<file path="config.mk">
export PLATFORM = sky130hd
export DESIGN_NAME = gpr_wr_arb
export DESIGN_NICKNAME = d
export VERILOG_FILES = /design/src/rtl/gpr_wr_arb.sv
export SDC_FILE = /design/constraint.sdc
export NUM_CORES = 1
export LEC_CHECK = 0
export CAP_MARGIN = 30
export CORE_MARGIN = 2
export CORE_UTILIZATION = 47
export CTS_CLUSTER_SIZE = 10
export DETAILED_ROUTE_END_ITERATION = 10
export PLACE_DENSITY = 0.78
export SYNTH_ARGS = -nofsm -noshare
export SYNTH_HDL_FRONTEND = slang
export SYNTH_SLANG_ARGS = --single-unit
</file>
<file path="constraint.sdc">
create_clock -name clk -period 3.8 [get_ports clk]
set_clock_uncertainty 0.2 [all_clocks]
set_input_delay 0.76 -clock clk [delete_from_list [all_inputs] [get_ports clk]]
set_output_delay 0.76 -clock clk [all_outputs]
set_load 0.05 [all_outputs]
</file>
<file path="src/rtl/gpr_wr_arb.sv">
`default_nettype none
// ============================================================================
//  Module   : gpr_wr_arb
//  Purpose  : Round-robin arbiter sharing one GPR write port between NREQ
//             requesters. Registers the winning write, flags out-of-range
//             addresses with a sticky error, and counts issued writes.
//  Revision : 1.0  initial release
// ============================================================================
module gpr_wr_arb #(
  parameter int unsigned NREQ  = 3,
  parameter int unsigned NREGS = 10
) (
  input  logic              clk,
  input  logic              rst,
  input  logic [NREQ-1:0]   req_valid,
  input  logic [NREQ*4-1:0] req_addr,
  input  logic [NREQ*10-1:0] req_data,
  output logic [NREQ-1:0]   req_ready,
  input  logic              hold,
  output logic              write,
  output logic [3:0]        inaddr,
  output logic [9:0]        indata,
  output logic              err,
  output logic [3:0]        err_addr,
  input  logic              err_clr,
  output logic [7:0]        wr_cnt
);

  localparam int unsigned LGW = (NREQ > 1) ? $clog2(NREQ) : 1;

  logic [LGW-1:0] last_grant_q, last_grant_d;
  logic           write_q, write_d;
  logic [3:0]     inaddr_q, inaddr_d;
  logic [9:0]     indata_q, indata_d;
  logic           err_q, err_d;
  logic [3:0]     err_addr_q, err_addr_d;
  logic [7:0]     wr_cnt_q, wr_cnt_d;

  logic           sel_found;
  logic [LGW-1:0] sel_idx;
  logic [3:0]     sel_addr;
  logic [9:0]     sel_data;
  logic           xfer;
  logic           in_range;

  // Round-robin search: first valid requester after the last winner, wrapping.
  always_comb begin
    int unsigned idx;
    idx       = 0;
    sel_found = 1'b0;
    sel_idx   = '0;
    sel_addr  = '0;
    sel_data  = '0;
    for (int unsigned k = 1; k <= NREQ; k++) begin
      idx = (32'(last_grant_q) + k) % NREQ;
      if (!sel_found && req_valid[idx]) begin
        sel_found = 1'b1;
        sel_idx   = LGW'(idx);
        sel_addr  = req_addr[idx*4 +: 4];
        sel_data  = req_data[idx*10 +: 10];
      end
    end
  end

  // Accept the selected requester unless frozen or held in reset.
  always_comb begin
    req_ready = '0;
    if (rst && !hold && sel_found) begin
      req_ready[sel_idx] = 1'b1;
    end
  end

  assign xfer     = |req_ready;
  assign in_range = (32'(sel_addr) < NREGS);

  // Next-state for grant pointer, write port, error flag and write counter.
  always_comb begin
    last_grant_d = last_grant_q;
    write_d      = 1'b0;
    inaddr_d     = inaddr_q;
    indata_d     = indata_q;
    err_d        = err_q;
    err_addr_d   = err_addr_q;
    wr_cnt_d     = wr_cnt_q;

    if (xfer) begin
      last_grant_d = sel_idx;
      if (in_range) begin
        write_d  = 1'b1;
        inaddr_d = sel_addr;
        indata_d = sel_data;
      end
    end

    if (err_clr) begin
      err_d = 1'b0;
    end
    // A new error overrides a same-cycle clear and re-captures the address.
    if (xfer && !in_range) begin
      err_d = 1'b1;
      if (!err_q || err_clr) begin
        err_addr_d = sel_addr;
      end
    end

    if (write_q && (wr_cnt_q != 8'hFF)) begin
      wr_cnt_d = wr_cnt_q + 8'd1;
    end
  end

  // State registers with asynchronous active-low reset.
  always_ff @(posedge clk or negedge rst) begin
    if (!rst) begin
      last_grant_q <= LGW'(NREQ - 1);
      write_q      <= 1'b0;
      inaddr_q     <= '0;
      indata_q     <= '0;
      err_q        <= 1'b0;
      err_addr_q   <= '0;
      wr_cnt_q     <= '0;
    end else begin
      last_grant_q <= last_grant_d;
      write_q      <= write_d;
      inaddr_q     <= inaddr_d;
      indata_q     <= indata_d;
      err_q        <= err_d;
      err_addr_q   <= err_addr_d;
      wr_cnt_q     <= wr_cnt_d;
    end
  end

  assign write    = write_q;
  assign inaddr   = inaddr_q;
  assign indata   = indata_q;
  assign err      = err_q;
  assign err_addr = err_addr_q;
  assign wr_cnt   = wr_cnt_q;

endmodule
`default_nettype wire

</file>
==> metrics, run 1 <==
area taken by multi-input logic gates 2760 um2; Initial Util 47.8%; CTS Buffer Depth 2; GRT Total Usage 28.2%; max incr delay on CP 0.59 ns; Yosys warnings 0; # clock sinks 30; Fill cells 659; min cycle time layout 3.73 ns; Antenna Nets Post-Route 0; R2R depth 17; Pleak 0.00201 uW; Worst-Skew Late Latency 0.28 ns; Worst Hold Path Cells 1; run status completed; worst reg2reg path endpoint indata[9]; Synth Instances 418; CP Buf/Inv Count 2; Syn-to-layout area delta 36.4%; FMAX 268 MHz; clock share of power 4.7%; worst slew pin tran 0.513 ns; IO Port Bufs 79; Seq pwr share 9.8%; maximum fanout along the worst path 12; antenna cell count 0; share of the yosys chip area belonging to registers 20.7%; synth unique cells 62; Worst path slowest cell dfstp_2; Finished Layout Cells 627; HP Start err_addr[3]; die width 91.9 um; switching pwr 2910 uW; gr ovfl total 0; initial antenna violation count 1; commonest cells after routing, fill and taps aside clkdlybuf4s50_1, mux2i_1, buf_4, nor2_1, nand2_1; fin. max-slew vios 0; nets 589; Final period util 98.2%; Total Power Consumption 5560 uW; Worst Path Required 2.84 ns; Sw Share 52.4%; number of placement rows 32; root buf cell clkbuf_8; P per Cell Area 1120 nW/um2; Int Power 2640 uW; max cap viols 0; Post-Syn Nets 483; FF/Latch Area 752 um2; DR WL/cell 18.7 um; critical path launch point last_grant_q[1]; largest net degree at the start of global routing 31; placed instance count 614; number of buffers created by CTS 5; share of post-route cells with drive strength above 1 22.3%; Primary FF master, synth dfrtp_1; final hold vios 0; CTS tree done; Initial DRT Pass Iterations 4; Hold EP err_addr[3]; crit-path cells ha_2, buf_6, mux2_4, a32oi_2, nand2_2, o32ai_2, a22oi_2, nor3_2, buf_12; num ports 80; final WL 11,700 um; type of element launching the critical path flip-flop; R2R Setup Slk 0.09 ns; most common cell after layout, fill and taps aside clkdlybuf4s50_1; DRC viols 0; Worst slew margin 65.7%; Hold Crit Class flip-flop to flip-flop; Reg clk slew, reported paths 0.07 ns; post-DP HPWL 9050 um; Routability Congestion 0.942; Core ar. 7610 um2; H-tree levels 2; Post-synth EDFFs 0; Die H 91.9 um; Peak VDD IR 0.000685 V; Post-CTS Hold Buffers 0; vias per cell 6.02; Final Setup Violations 0; synthesized flop and latch total 30; syn avg cell area 8.69 um2; family with the most delay on the worst path compound AO/OA/AOI/OAI gates; WP data arrival 2.77 ns; total die area 8450 um2; initial drt markers 293; post-synthesis instance area 3630 um2; crit end category output pin; via count 3,772; first-pass GRT wire length 19,000 um; Combinational Power Share 85.5%; vias in the first global route 3,727; Final Util 65.2%; RSZ-0062 raised after global routing true; Crit Reg-Reg Startpoint last_grant_q[1]; asr flop ratio synth 100%; crit path kind flip-flop to output pin
[state kept, by name (all words and copies together), names as in the netlist]
signal and count:
wr_cnt 8, write 1, err_addr 4, last_grant_q 2, indata 10, inaddr 4, err 1
[worst max path at each step]
stage / endpoint / slack, ns / cells after the start
floorplan: indata[2] / 0.02 / 15
global placement: req_ready[0] / 0.04 / 9
detailed placement: indata[9] / -0.02 / 17
CTS: indata[9] / 0.002 / 17
global route: req_ready[1] / -0.07 / 9
finish: req_ready[1] / 0.07 / 9
[routing by layer]
layer | vias to the layer above | track usage (%) | share of wire, %
li1 | 1761 | - | -
met1 | 1806 | 36.2 | 41
met2 | 163 | 47.5 | 49
met3 | 42 | 4.19 | 5.6
met4 | 0 | 11.6 | 4.2
met5 | - | 0 | 0
[kinds of logic after synthesis]
family                     share of synthesized area, %
adders and majority gates                          6.13
buffers and inverters                              6.13
AOI/OAI and AO/OA                                  21.1
muxes                                              24.4
DFF                                                20.7
xor gates and xnor gates                           2.89
and+or+nand+nor                                    18.6
[metrics by stage]
step | cell area (um2) | hold WS (ns) | worst slack (ns) | TNS (ns)
3_3_place_gp | 4730 | 0.252 | 0.0407 | 0
4_1_cts | 4880 | 0.279 | 0.00196 | 0
6_report | 4960 | 0.274 | 0.0671 | 0
2_1_floorplan | 3640 | 0.264 | 0.0207 | 0
5_1_grt | 4960 | 0.296 | -0.0681 | -0.256
3_5_place_dp | 4730 | 0.260 | -0.0187 | -0.0456
[power by group through the flow]
stage                     combinational, uW  clock [uW]  sequential [uW]
final                                  4750         262              542
after global routing                   5130         284              556
after CTS                              4560         270              539
after detailed placement               4480           0              545
after global placement                 4420           0              538
after floorplan                        2790           0              898
[layout make-up]
class                      instances  share of cell area (%)
multi-input combinational        347                    55.6
timing repair buffer             124                    23.6
sequential                        30                    15.2
tap                              102                    2.57
clock buffer                       7                    1.74
inverter                          16                    1.21
clock inverter                     1                   0.101
[synthesized netlist by cell type, drive strengths merged, types with 3 or more instances]
master	number	share of area [%]
mux2i	44	12
nor2	43	4.4
nand2	37	4.1
o21ai	33	4.8
dfrtp	29	20
a21oi	28	3.9
buf	18	3.8
mux2	18	6.7
inv	15	1.5
ha	13	4.5
nand4	13	2.4
mux4	9	5.6
nand3	9	1.2
o211ai	8	1.8
o2bb2ai	8	1.9
xnor2	8	1.9
clkbuf	7	0.72
and2	6	1.1
and3	6	1.2
nor3	6	0.83
a211oi	5	1.0
a31oi	5	0.86
nand2b	5	0.86
a221o	4	1.1
nor2b	4	0.69
xor2	4	0.96
a22o	3	0.76
a22oi	3	0.62
fa	3	1.7
nand4b	3	0.72
o21a	3	0.62
[what timing repair did]
item,4_1_cts,5_1_grt
setup endpoints to repair,8,13
buffers inserted,3,2
pin swaps,3,4
resized for setup,6,17
hold endpoints to repair,0,0
Power figures use the tool's default switching activity.
==> inputs of run 2 (changes only) <==
--- a/config.mk
+++ b/config.mk
@@ -6,6 +6,7 @@
 export NUM_CORES = 1
 export LEC_CHECK = 0
 export CAP_MARGIN = 30
+export CORE_ASPECT_RATIO = 0.75
 export CORE_MARGIN = 2
 export CORE_UTILIZATION = 47
 export CTS_CLUSTER_SIZE = 10
==> run 2 against run 1 <==
  * Non-clock buffer count decreased by 5
  * Global-route usage down 0.90 points
  * Maximum frequency fell by 0.52%
  * Cell area down 0.45%
  * Clock-buffer cell count decreased by 2
  * Register-to-register slack better by 0.03 ns
  * Setup slack got worse by 0.020 ns
  * Final cell count fell by 0.96%
  * Sequential share of layout area grew 0.069 points
  * Highest routed layer unchanged
==> metrics, run 2 (synthesis gave the netlist of run 1 again) <==
met1 usage 36.4% (+0.12 points); Initial Util 48.9% (+1.1 points); GRT Total Usage 27.3% (-0.90 points); final WL 11,500 um (-2.2%); Reg clk slew, reported paths 0.07 ns (about the same); post-DP HPWL 8620 um (-4.8%); root buf cell clkbuf_8; Final Setup Violations 0 (unchanged); Worst slew margin 65.9% (+0.24 points); die width 106 um (+15%); vias per cell 6.02 (about the same); Crit Reg-Reg Startpoint last_grant_q[1]; IO Port Bufs 79 (unchanged); worst slew pin tran 0.509 ns (-0.00364 ns); most common cell after layout, fill and taps aside clkdlybuf4s50_1; Initial DRT Pass Iterations 4 (unchanged); DRC viols 0 (unchanged); largest net degree at the start of global routing 31 (unchanged); nets 584 (-0.85%); Final period util 98.8% (+0.52 points); met3 Usage GRT 6.25% (+2.1 points); Post-Place Setup Slack -0.0629 ns (-0.0442 ns); antenna cell count 0 (unchanged); max FFs per register 10 (unchanged); R2R Setup Slk 0.12 ns (+0.03 ns); crit path kind input pin to output pin; DR WL/cell 18.5 um (-1.2%); M2 GR Usage 45.4% (-2.1 points); number of buffers created by CTS 5 (unchanged); crit end category output pin; num ports 80 (unchanged); type of element launching the critical path input pin; Worst-Skew Late Latency 0.28 ns (about the same); # clock sinks 30 (unchanged); final worst slack 0.0475 ns (-0.0196 ns); Post-CTS Hold Buffers 0 (unchanged); GRT busiest layer met2; critical path launch point req_valid[1]; min cycle time layout 3.75 ns (+0.0196 ns); HP Start err_addr[3]; initial antenna violation count 0 (-1); fin. max-slew vios 0 (unchanged); Routability Congestion 0.962 (+2.2%); gr ovfl total 0 (unchanged); via count 3,736 (-0.95%); Hold Crit Class flip-flop to flip-flop; Antenna Nets Post-Route 0 (unchanged); Worst Path Required 2.84 ns (about the same); commonest cells after routing, fill and taps aside clkdlybuf4s50_1, mux2i_1, nor2_1, buf_4, nand2_1; initial drt markers 229 (-22%); max cap viols 0 (unchanged); CTS Buffer Depth 2 (unchanged); RSZ-0062 raised after global routing true; total die area 8460 um2 (about the same); share of post-route cells with drive strength above 1 21.3% (-0.94 points); CTS tree done; Syn-to-layout area delta 35.8%; FMAX 266 MHz (-0.52%); Core ar. 7430 um2 (-2.3%); first-pass GRT wire length 18,300 um (-3.7%); H-tree levels 2 (unchanged); vias in the first global route 3,622 (-2.8%); Fill cells 646 (-2.0%); final hold vios 0 (unchanged); Die H 80.1 um (-13%); run status completed; number of placement rows 27 (-16%); WP data arrival 2.79 ns (+0.02 ns); maximum fanout along the worst path 7 (-5)
run 2: final timing paths:
check / endpoint / depth (start not counted)
setup / recovery: req_ready[0] / 9
hold / removal: err_addr[3] / 1
setup reg to reg: indata[9] / 17
hold reg to reg: err_addr[3] / 1
max in group asynchronous: last_grant_q[1] / 2
min in group asynchronous: wr_cnt[5] / 2
run 2: cell type report:
type | count | area, um2 | area share [%]
Inverter | 16 | 60.1 | 1.22
Clock buffer | 5 | 68.8 | 1.39
Tap cell | 101 | 126 | 2.56
Sequential cell | 30 | 752 | 15.2
Clock inverter | 3 | 40.0 | 0.811
Multi-Input combinational cell | 347 | 2740 | 55.6
Timing Repair Buffer | 119 | 1150 | 23.2
run 2: timing repair:
| action | in CTS | in global routing |
|---|---|---|
| gates resized for setup | 11 | 12 |
| buffers inserted | 2 | 1 |
| pin swaps | 4 | 4 |
| endpoints found under the setup margin | 11 | 13 |
run 2: through the flow:
step                      utilization (%)  setup TNS (ns)  area, um2  cells  hold slack (ns)
final                                66.4               0       4930    621            0.276
after global placement               63.3               0       4710    610            0.255
after floorplan                         -               0       3640    418            0.264
after detailed placement             63.3          -0.164       4710    610            0.255
after CTS                            65.6               0       4870    620            0.276
after global routing                 66.4          -0.151       4930    621            0.305
run 2: worst max-delay path: stages:
cell             delay, ns
clkdlybuf4s50_1       0.64
mux2i_2               0.14
or2_2                 0.31
nand2_1               0.14
o32ai_2               0.10
a22oi_2               0.27
nand2_1               0.13
nor2_2                0.15
buf_12                0.15
run 2: layer usage:
metal  vias up  part of all wire, %
met1      1759                   43
met2       206                   45
met5         -                    0
met4         0                  1.9
li1       1755                    -
met3        16                  9.6
Power of run 2 is not shown: default switching activity piles up to over one toggle a cycle in this logic, so the estimate is an artifact.
==> inputs of run 3 (changes only) <==
--- a/config.mk
+++ b/config.mk
@@ -5,7 +5,7 @@
 export SDC_FILE = /design/constraint.sdc
 export NUM_CORES = 1
 export LEC_CHECK = 0
-export CAP_MARGIN = 30
+export ABC_CLOCK_PERIOD_IN_PS = 3800
 export CORE_ASPECT_RATIO = 0.75
 export CORE_MARGIN = 2
 export CORE_UTILIZATION = 47
==> results of run 3 <==
No change in the layout: final DEF, timing and power equal those of run 2.
Power of run 3 is left out for the same reason.
